--- src/rtl/match_frame_counter.sv ---
// rtl/match_frame_counter.sv - counts "101" detector matches per frame and reports them over a valid/ready channel
// Optional threshold alarm on the reported count: define MATCH_ALARM_EN.
module match_frame_counter #(
  parameter int FRAME_LEN = 16,
  parameter int CNT_W     = 5,
  parameter int THRESH    = 3
) (
  input  logic             clk,
  input  logic             areset,
  input  logic             bit_vld,
  input  logic             match,
  input  logic             frame_start,
  output logic             rpt_valid,
  input  logic             rpt_ready,
  output logic [CNT_W-1:0] rpt_count,
  output logic             rpt_ovf,
  output logic             rpt_drop,
  output logic             alarm
);

  localparam int IDX_W = (FRAME_LEN > 1) ? $clog2(FRAME_LEN) : 1;
  localparam logic [IDX_W-1:0] LAST_IDX = IDX_W'(FRAME_LEN - 1);
  localparam logic [CNT_W-1:0] CNT_MAX  = '1;

  typedef enum logic {IDLE, COUNT} state_t;

  state_t            state_q, state_d;
  logic [IDX_W-1:0]  bit_idx_q, bit_idx_d;
  logic [CNT_W-1:0]  match_cnt_q, match_cnt_d;
  logic              ovf_q, ovf_d;
  logic              rpt_valid_q, rpt_valid_d;
  logic [CNT_W-1:0]  rpt_count_q, rpt_count_d;
  logic              rpt_ovf_q, rpt_ovf_d;
  logic              rpt_drop_q, rpt_drop_d;

  logic              last_bit;
  logic              rpt_load;
  logic [CNT_W-1:0]  fin_cnt;
  logic              fin_ovf;

  always_ff @(posedge clk or posedge areset) begin
    if (areset) begin
      state_q     <= IDLE;
      bit_idx_q   <= '0;
      match_cnt_q <= '0;
      ovf_q       <= 1'b0;
      rpt_valid_q <= 1'b0;
      rpt_count_q <= '0;
      rpt_ovf_q   <= 1'b0;
      rpt_drop_q  <= 1'b0;
    end else begin
      state_q     <= state_d;
      bit_idx_q   <= bit_idx_d;
      match_cnt_q <= match_cnt_d;
      ovf_q       <= ovf_d;
      rpt_valid_q <= rpt_valid_d;
      rpt_count_q <= rpt_count_d;
      rpt_ovf_q   <= rpt_ovf_d;
      rpt_drop_q  <= rpt_drop_d;
    end
  end

  always_comb begin
    state_d     = state_q;
    bit_idx_d   = bit_idx_q;
    match_cnt_d = match_cnt_q;
    ovf_d       = ovf_q;

    // Running count including this cycle's bit, saturating at CNT_MAX.
    fin_cnt = match_cnt_q;
    fin_ovf = ovf_q;
    if (match) begin
      if (match_cnt_q == CNT_MAX) fin_ovf = 1'b1;
      else                        fin_cnt = match_cnt_q + CNT_W'(1);
    end

    last_bit = (state_q == COUNT) && bit_vld && (bit_idx_q == LAST_IDX);

    if (last_bit) begin
      // The closing bit belongs to the ending frame; a same-cycle start opens an empty frame.
      state_d     = frame_start ? COUNT : IDLE;
      bit_idx_d   = '0;
      match_cnt_d = '0;
      ovf_d       = 1'b0;
    end else if (frame_start) begin
      state_d     = COUNT;
      bit_idx_d   = bit_vld ? IDX_W'(1) : '0;
      match_cnt_d = (bit_vld && match) ? CNT_W'(1) : '0;
      ovf_d       = 1'b0;
    end else if (state_q == COUNT && bit_vld) begin
      bit_idx_d   = bit_idx_q + IDX_W'(1);
      match_cnt_d = fin_cnt;
      ovf_d       = fin_ovf;
    end

    rpt_load    = last_bit && (!rpt_valid_q || rpt_ready);
    rpt_valid_d = rpt_load || (rpt_valid_q && !rpt_ready);
    rpt_count_d = rpt_load ? fin_cnt : rpt_count_q;
    rpt_ovf_d   = rpt_load ? fin_ovf : rpt_ovf_q;
    rpt_drop_d  = rpt_drop_q || (last_bit && rpt_valid_q && !rpt_ready);
  end

  assign rpt_valid = rpt_valid_q;
  assign rpt_count = rpt_count_q;
  assign rpt_ovf   = rpt_ovf_q;
  assign rpt_drop  = rpt_drop_q;

`ifdef MATCH_ALARM_EN
  logic alarm_q, alarm_d;

  always_comb begin
    alarm_d = alarm_q;
    if (rpt_load)                      alarm_d = (int'(fin_cnt) >= THRESH);
    else if (rpt_valid_q && rpt_ready) alarm_d = 1'b0;
  end

  always_ff @(posedge clk or posedge areset) begin
    if (areset) alarm_q <= 1'b0;
    else        alarm_q <= alarm_d;
  end

  assign alarm = alarm_q;
`else
  localparam int unused_thresh = THRESH;
  assign alarm = 1'b0;
`endif

endmodule
--- config.mk ---
export PLATFORM = sky130hd
export DESIGN_NAME = match_frame_counter
export DESIGN_NICKNAME = d
export VERILOG_FILES = /design/src/rtl/match_frame_counter.sv
export SDC_FILE = /design/constraint.sdc
export NUM_CORES = 1
export LEC_CHECK = 0
export ABC_AREA = 0
export BUFFER_PORTS_ARGS = -buffer_cell sky130_fd_sc_hd__clkbuf_2
export CAP_MARGIN = 25
export CORE_UTILIZATION = 50
export CTS_BUF_LIST = sky130_fd_sc_hd__clkbuf_8
export DETAILED_ROUTE_END_ITERATION = 10
export GPL_TIMING_DRIVEN = 0
export PLACE_DENSITY = 0.73
export REMOVE_ABC_BUFFERS = 1
export SYNTH_ARGS = -nofsm -noshare
export SYNTH_HDL_FRONTEND = slang
export SYNTH_SLANG_ARGS = --single-unit
--- constraint.sdc ---
create_clock -name clk -period 4 [get_ports clk]
set_input_delay 0.4 -clock clk [delete_from_list [all_inputs] [get_ports clk]]
set_output_delay 0.4 -clock clk [all_outputs]
set_load 0.02 [all_outputs]
Yosys cells after proc, flatten, opt, wreduce, memory -nomap -nowiden
Index checks and enable logic that the tools add are counted.

Add/sub/neg operators: 2. Eq/ne operators: 2. Muxes and demuxes: 18. Reductions and logical operators: 14.

Operators by type and width (count): $mux 5 (5); $mux 4 (3); $mux 1 (10); $logic_and 1x1->1 (7); $add 5x1->5 const B (1); $eq 5x5->1 const B (1); $add 4x1->4 const B (1); $eq 4x4->1 const B (1); $logic_or 1x1->1 (3); $reduce_bool 3->1 (1); $logic_not 1->1 (2); $reduce_bool 2->1 (1).

Flip-flop bits (word level): 19. Bits of input ports: 6. Output and inout bits: 9. Word-level logic and storage cells: 44.

Longest topological paths before layout
Gate-level depths: netlist (run 1).

Depth in word-level cells: 6. Gate-level depth with buffers: 5. Mapped depth without buffers: 5.

Worst setup path after synthesis (run 1)
Ideal clock, no wire load.

Kind: reg-to-reg. Start point: register bit_idx_q[0]. End point: register rpt_count_q[2], in the netlist rpt_count[2]. Library setup time: 0.125 ns. Arrival time: 1.332 ns. Data required time: 3.875 ns. Path slack: 2.543 ns. Cell stages (with the launch flop): 5. Buffers on the path: 0. Clock period less this slack: 1.457 ns. Cell sequence: dfrtp_1 -> ha_1 -> nand3_2 -> nor3_4 -> mux2_4.

Word-level cells in the longest chain between the ends: 3.

RTL lines: start: declaration (line 28) `logic [IDX_W-1:0] bit_idx_q, bit_idx_d;`; start signal: assignment (line 53) `bit_idx_q <= bit_idx_d;`; $eq 4x4->1 (line 77) `last_bit = (state_q == COUNT) && bit_vld && (bit_idx_q == LAST_IDX);`; $logic_and 1x1->1 (line 77); $logic_and 1x1->1 (line 96) `rpt_load = last_bit && (!rpt_valid_q || rpt_ready);`; end signal: assignment (line 57) `rpt_count_q <= rpt_count_d;`; end: declaration (line 32) `logic [CNT_W-1:0] rpt_count_q, rpt_count_d;`.

Every way passes these cells. A chain may end at the register's enable or synchronous reset.

Final worst setup path (run 1)
Same ends and word-level chain as after synthesis.

==> results.md, run 1 <==
- DRC violations left: 0
- Max stage delay cell, worst path: nor3_4
- Cts repair resizes: 0
- Power share of the sequential group: 56.3%
- Crit path required time: between 4000 and 5000 ps
- CTS max path bufs: 2
- Status: completed
- Final ANT Viol Nets: 0
- Slew HR: 54.0%
- First-pass GRT wire length: roughly 2800 um
- Final non-filler cell total: 130
- Register area share after synthesis: between 50% and 60%
- Crit Path Max Fanout: 10
- Placer Congestion: 0.781
- Lkg Pwr: a little over 0.5 nW
- Final period utilization: 40.0%
- Crit Path Category: reg -> reg
- CORE AREA: roughly 1700 sq um
- Area grow syn2layout: 12.8%
- Die area: between 2000 and 2500 sq um
- Nets@finish: between 100 and 150
- Initial antenna violation count: 0
- Die Span Y: between 40 and 50 um
- Cells after synthesis: around 90
- Critical Path Start Type: flop
- Clock Sinks: 19
- Worst setup endpoint: rpt_count[2]$_DFFE_PP0P_
- R2r setup slk: between 2000 and 2500 ps
- Warnings from Yosys: 0
- Max-slew violations: 0
- Fraction of registers with async set/reset: between 90% and 100%
- Slew @ Worst Pin: 690 ps
- Mapped Avg Cell Area: between 10 and 15 sq um
- Synth area leader: dfrtp_1
- Placed cells: between 100 and 150
- Fillers: 164
- Post-DP HPWL: around 1100 um
- Pre-CTS setup slack: around 2400 ps
- Worst setup margin: approximately 2400 ps
- Synth cell types: 33
- Worst setup path startpoint: bit_idx_q[0]$_DFFE_PP0P_
- Worst skew pair latency: around 260 ps
- Post-synth top area share: 51.0%
- Die width: 45.2 um
- # rows: 15
- RSZ-0062 raised after global routing: false
- Port-buffer cells: 13
- Synth top area cells: dfrtp_1 (51%), nor2_1 (5.2%), a21oi_1 (3.2%)
- NetSw: between 0.08 and 0.09 mW
- Number of I/O pins: 15
- Routed length per placed instance: about 12 um
- Final setup fails: 0
- Max-Cap Viols: 0
- Share of total power in combinational logic: under 10%
- Clock Skews: 4.39 ps
- Critical Path Sink Type: flop
- Max Freq: about 630 MHz
- Hold buffer count at cts: 0
- # Post-CTS Setup Buffers: 0
- GRT overflow: 0
- Hold_ws: approximately 220 ps
- Layout cells sized above 1: between 20% and 30%
- GRT Overall Usage: between 10% and 20%
- R2R Path End: rpt_count[2]$_DFFE_PP0P_
- Int Pwr: around 0.28 mW
- TritonCTS Buffers: 3
- Number of diodes: 0
- Post-Route Utilization: ~60%
- Fin crit period: around 1600 ps
- Cell Chain, Critical Path: ha_1 -> nand3_2 -> nor3_4 -> mux2_4
- R2R depth: 4
- Total number of vias: 685
- Final Hold Vio Count: 0
- Post-synth EDFFs: 0
- Main synth FF type: dfrtp_1
- Initial drt markers: 11
- TritonCTS clock tree: yes
- R2R Path Start: bit_idx_q[0]$_DFFE_PP0P_
- Number of synthesized register bits: 19
- Post-DR vias/cell: 5.27
- HP Class: in -> async
- Drt first pass iters: 4
- Drt total wl: 1520 um
- Total Neg Setup Slack: 0 ps
- Critical Path AT: approximately 1700 ps
- Synthesized area: just over 900 sq um
- Initial Util: a little over half
- Clock power share: roughly a third
- H-tree levels: 1
- Worst path max stage delay: 440 ps
- Root buffer cell: clkbuf_8
- Clock transition at path regs: around 70 ps
- PwrDens: roughly 340 nW/um^2
- Peak supply drop: around 0.24 mV
- Vias in the first global route: 666
- Largest net degree at the start of global routing: 20
- Sw frac: 23.1%
## metal layers
metal,routed length (um),global-route usage [%],up-vias
met5,0,0,-
met4,23,5.45,0
met3,59,8.40,4
met2,698,33.0,12
met1,736,22.7,328
li1,-,-,341
## how the worst min path moves through the flow
| stage | startpoint | end | slack (ps) | cells after the start |
|---|---|---|---|---|
| after floorplan | areset | bit_idx_q[0]$_DFFE_PP0P_ | 350 | 1 |
| after global placement | rpt_drop$_DFF_PP0_ | rpt_drop$_DFF_PP0_ | 440 | 1 |
| after detailed placement | rpt_drop$_DFF_PP0_ | rpt_drop$_DFF_PP0_ | 450 | 1 |
| after CTS | areset | rpt_count[0]$_DFFE_PP0P_ | 250 | 2 |
| after global routing | areset | rpt_count[1]$_DFFE_PP0P_ | 300 | 2 |
| final | areset | rpt_valid$_DFF_PP0_ | 220 | 2 |
## cell usage after synthesis (3+ instances only)
library cell	count
nor3_1	4
nand2_1	8
nor2_1	13
nand4_1	3
dfrtp_1	19
xor2_1	3
a21oi_1	6
## cells in the final DEF (no fill, tap or decap), types with 2 or more instances in the layout
cell and instances:
a21oi_1 6, mux2i_1 2, nor2b_1 2, xor2_1 3, nand2_1 8, nor3_1 4, inv_1 2, clkbuf_2 13
o22a_1 2, nand3_1 2, xnor2_1 2, nand2b_1 2, dfrtp_1 19, ha_1 2, nor2_1 13, a21o_1 2
nand4_1 3, clkbuf_8 3, o21ai_0 2
## critical path, delay by kind of cell (launching register included)
family | cells | cell delay, ps
AND/OR/NAND/NOR | 2 | 560
flip-flops | 1 | 390
adder cells (fa/ha/maj) | 1 | 200
multiplexers | 1 | 340
## layout make-up
cell class,count,area [sq um],share of cell area [%]
clock buffers,3,41.3,3.93
clock inverters,1,3.75,0.357
inverters,1,3.75,0.357
multi-input cells,68,430,41.0
flip-flops and latches,19,475,45.2
well taps,25,31.3,2.98
repair buffers,13,65.1,6.19
## cell families after synthesis
kind of cell	after synthesis	synth area share [%]
xor+xnor	5	4.70
flops	19	51.0
buf+inv	5	2.82
compound gates	16	11.1
simple gates	40	22.3
other cells	1	0.402
mux	4	4.97
fa+ha+maj	2	2.68
## metrics by stage
stage               area [sq um]  power, mW
floorplan                    910      0.229
global placement            1010      0.238
detailed placement          1010      0.239
CTS                         1050      0.367
global route                1050      0.380
finish                      1050      0.361
## power groups by stage
stage | clock network (mW) | registers, mW | logic, mW
after floorplan | 0 | 0.206 | 0.0233
after global placement | 0 | 0.207 | 0.0313
after detailed placement | 0 | 0.207 | 0.0317
after CTS | 0.131 | 0.203 | 0.0318
after global routing | 0.139 | 0.204 | 0.0362
final | 0.126 | 0.203 | 0.0312
## registers in the layout, indices dropped and copies added (netlist names)
register / count
bit_idx_q: 4
rpt_count: 5
rpt_drop: 1
rpt_ovf: 1
rpt_valid: 1
ovf_q: 1
match_cnt_q: 5
state_q: 1
No activity file was read; power rests on OpenSTA's default activity.
==> inputs of run 2 (changes only) <==
ABC_AREA = 1   (was 0)
clock period = 1.6 ns   (was 4 ns; I/O delays follow)
==> results.md, run 2 <==
- R2R depth: 7
- Post-DR vias/cell: 4.98
- R2r setup slk: 190 ps
- HP Class: in -> async
- Final period utilization: about 88%
- Port-buffer cells: 13
- Synth area leader: dfrtp_1
- PwrDens: between 800 and 900 nW/um^2
- GRT Overall Usage: 19.1%
- Largest net degree at the start of global routing: 20
- Fraction of registers with async set/reset: 100%
- CTS max path bufs: 2
- Final setup fails: 0
- Initial drt markers: 29
- Critical Path AT: between 1500 and 2000 ps
- H-tree levels: 1
- Cts repair resizes: 0
- Initial antenna violation count: 0
- Post-synth top area share: 48.7%
- Placer Congestion: 0.854
- Warnings from Yosys: 0
- Total power: 0.919 mW
- Worst setup margin: ~190 ps
- Pre-CTS setup slack: roughly 210 ps
- Drt first pass iters: 4
- Final ANT Viol Nets: 0
- R2R Path End: match_cnt_q[2]$_DFFE_PP0P_
- Post-synth EDFFs: 0
- Main synth FF type: dfrtp_1
- # rows: 15
- TritonCTS clock tree: yes
- Crit Path Category: reg -> reg
- Number of diodes: 0
- Crit Path Max Fanout: 5
- Hold_ws: -16.0 ps
- Critical Path Sink Type: flop
- Most frequent cells in the layout: nand2_1 (34), dfrtp_1 (19), inv_1 (17), clkbuf_2 (13), nor2_1 (9)
- GRT overflow: 0
- Die Span Y: around 46 um
- First-pass GRT wire length: about 2800 um
- Drt total wl: around 1700 um
- Post-synth top cells: nand2_1 (34), dfrtp_1 (19), inv_1 (17), nor2_1 (9), o21ai_0 (7)
- Synthesized area: between 900 and 1000 sq um
- Fin crit period: 1410 ps
- Cells after synthesis: 116
- Max Freq: about 700 MHz
- Commonest non-fill, non-tap cell in the layout: nand2_1
- Failing checks: negative hold slack
- RSZ-0062 raised after global routing: false
- Number of synthesized register bits: 19
- Die area: roughly 2100 sq um
- Status: finished with violations
- Initial Util: ~55%
- Synth cell types: 22
- Slew HR: between 50% and 60%
- Clock transition at path regs: 70 ps
- Post-place instance area: ~1100 sq um
- Clock Sinks: 19
- Critical Path Start Type: flop
- Slew @ Worst Pin: slightly below 700 ps
- Fin area: 1110 sq um
- Post-DP HPWL: about 1300 um
- Clock Skews: approximately 1.3 ps
- Lkg Pwr: 0.626 nW
- Routed length per placed instance: ~11 um
- Mapped Avg Cell Area: ~8.4 sq um
- Crit path required time: roughly 1700 ps
- Fillers: about 160
- Final Hold Vio Count: 19
- Vias in the first global route: 703
- Max-Cap Viols: 0
- Peak supply drop: 0.466 mV
- Layout cells sized above 1: 18.9%
- Root buffer cell: clkbuf_8
- Hold buffer count at cts: 0
- Register area share after synthesis: between 40% and 50%
- Synth top area cells: dfrtp_1 (49%), nand2_1 (13%), inv_1 (6.5%)
- Total Neg Setup Slack: 0 ps
- Most common cell in the netlist: nand2_1
- Area grow syn2layout: 13.8%
- Die width: ~46 um
- Nets@finish: approximately 140
- CORE AREA: ~1800 sq um
- R2R Path Start: match_cnt_q[0]$_DFFE_PP0P_
- Worst skew pair latency: about 250 ps
- TritonCTS Buffers: 3
- Max-slew violations: 0
- Total number of vias: ~800
- # Post-CTS Setup Buffers: 0
- Number of I/O pins: 15
- DRC violations left: 0
-- run 2: cell types whose count changed after synthesis, sizes merged, moves of 4 or more --
cell / previous run / this run
nand2: 9 / 35
nand3: 3 / 7
o21ai: 3 / 10
inv: 1 / 19
a21oi: 6 / 0
-- run 2: layout make-up --
| class | instances | area (sq um) | area share, % |
|---|---|---|---|
| timing repair buffer | 13 | 65.1 | 5.85 |
| tap | 25 | 31.3 | 2.81 |
| multi-input combinational | 77 | 418 | 37.6 |
| clock inverter | 1 | 5.00 | 0.450 |
| inverter | 19 | 76.3 | 6.86 |
| clock buffer | 3 | 41.3 | 3.71 |
| sequential | 19 | 475 | 42.7 |
-- run 2: cells by family after synthesis --
kind of cell | Yosys count | synth area share [%]
AO/OA/AOI/OAI | 15 | 9.47
XOR/XNOR | 3 | 2.69
adder cells (fa/ha/maj) | 2 | 2.56
buffers and inverters | 20 | 8.58
flip-flops | 19 | 48.7
other | 1 | 0.384
AND/OR/NAND/NOR | 56 | 27.7
-- run 2: per-layer routing --
metal	routed length, um	track usage, %
met5	0	0
met4	33	7.65
met3	110	3.53
met2	780	33.0
met1	728	23.1
-- run 2: worst max-delay path by stage --
stage               slack [ps]  cells after the start                  startpoint                          to
global route                40                      7  match_cnt_q[0]$_DFFE_PP0P_  match_cnt_q[2]$_DFFE_PP0P_
finish                     190                      7  match_cnt_q[0]$_DFFE_PP0P_  match_cnt_q[2]$_DFFE_PP0P_
floorplan                  370                      8    bit_idx_q[0]$_DFFE_PP0P_    rpt_count[1]$_DFFE_PP0P_
detailed placement         210                      6    bit_idx_q[0]$_DFFE_PP0P_  match_cnt_q[1]$_DFFE_PP0P_
global placement           230                      7  match_cnt_q[0]$_DFFE_PP0P_  match_cnt_q[2]$_DFFE_PP0P_
CTS                        190                      6    bit_idx_q[0]$_DFFE_PP0P_  match_cnt_q[1]$_DFFE_PP0P_
-- run 2: where the power goes --
group	total, mW	internal (mW)	switching, mW
clock network	0.333	0.173	0.160
logic	0.0799	0.0259	0.0540
registers	0.506	0.493	0.0128
total	0.919	0.692	0.227
-- run 2: per-stage QoR --
stage | utilization (%) | hold slack [ps] | instances
6_report | 62.4 | -16.0 | 157
3_5_place_dp | 59.8 | 286 | 153
4_1_cts | 62.4 | 14.7 | 157
5_1_grt | 62.4 | 53.3 | 157
2_1_floorplan | - | 111 | 115
3_3_place_gp | 59.8 | 285 | 153
-- run 2: worst max-delay path, cell delays in order (launching register included) --
cell	delay, ps
dfrtp_1	430
ha_1	230
nand2_1	90
nor2_1	70
nand2_1	100
inv_1	60
nor2_1	200
o22ai_1	110
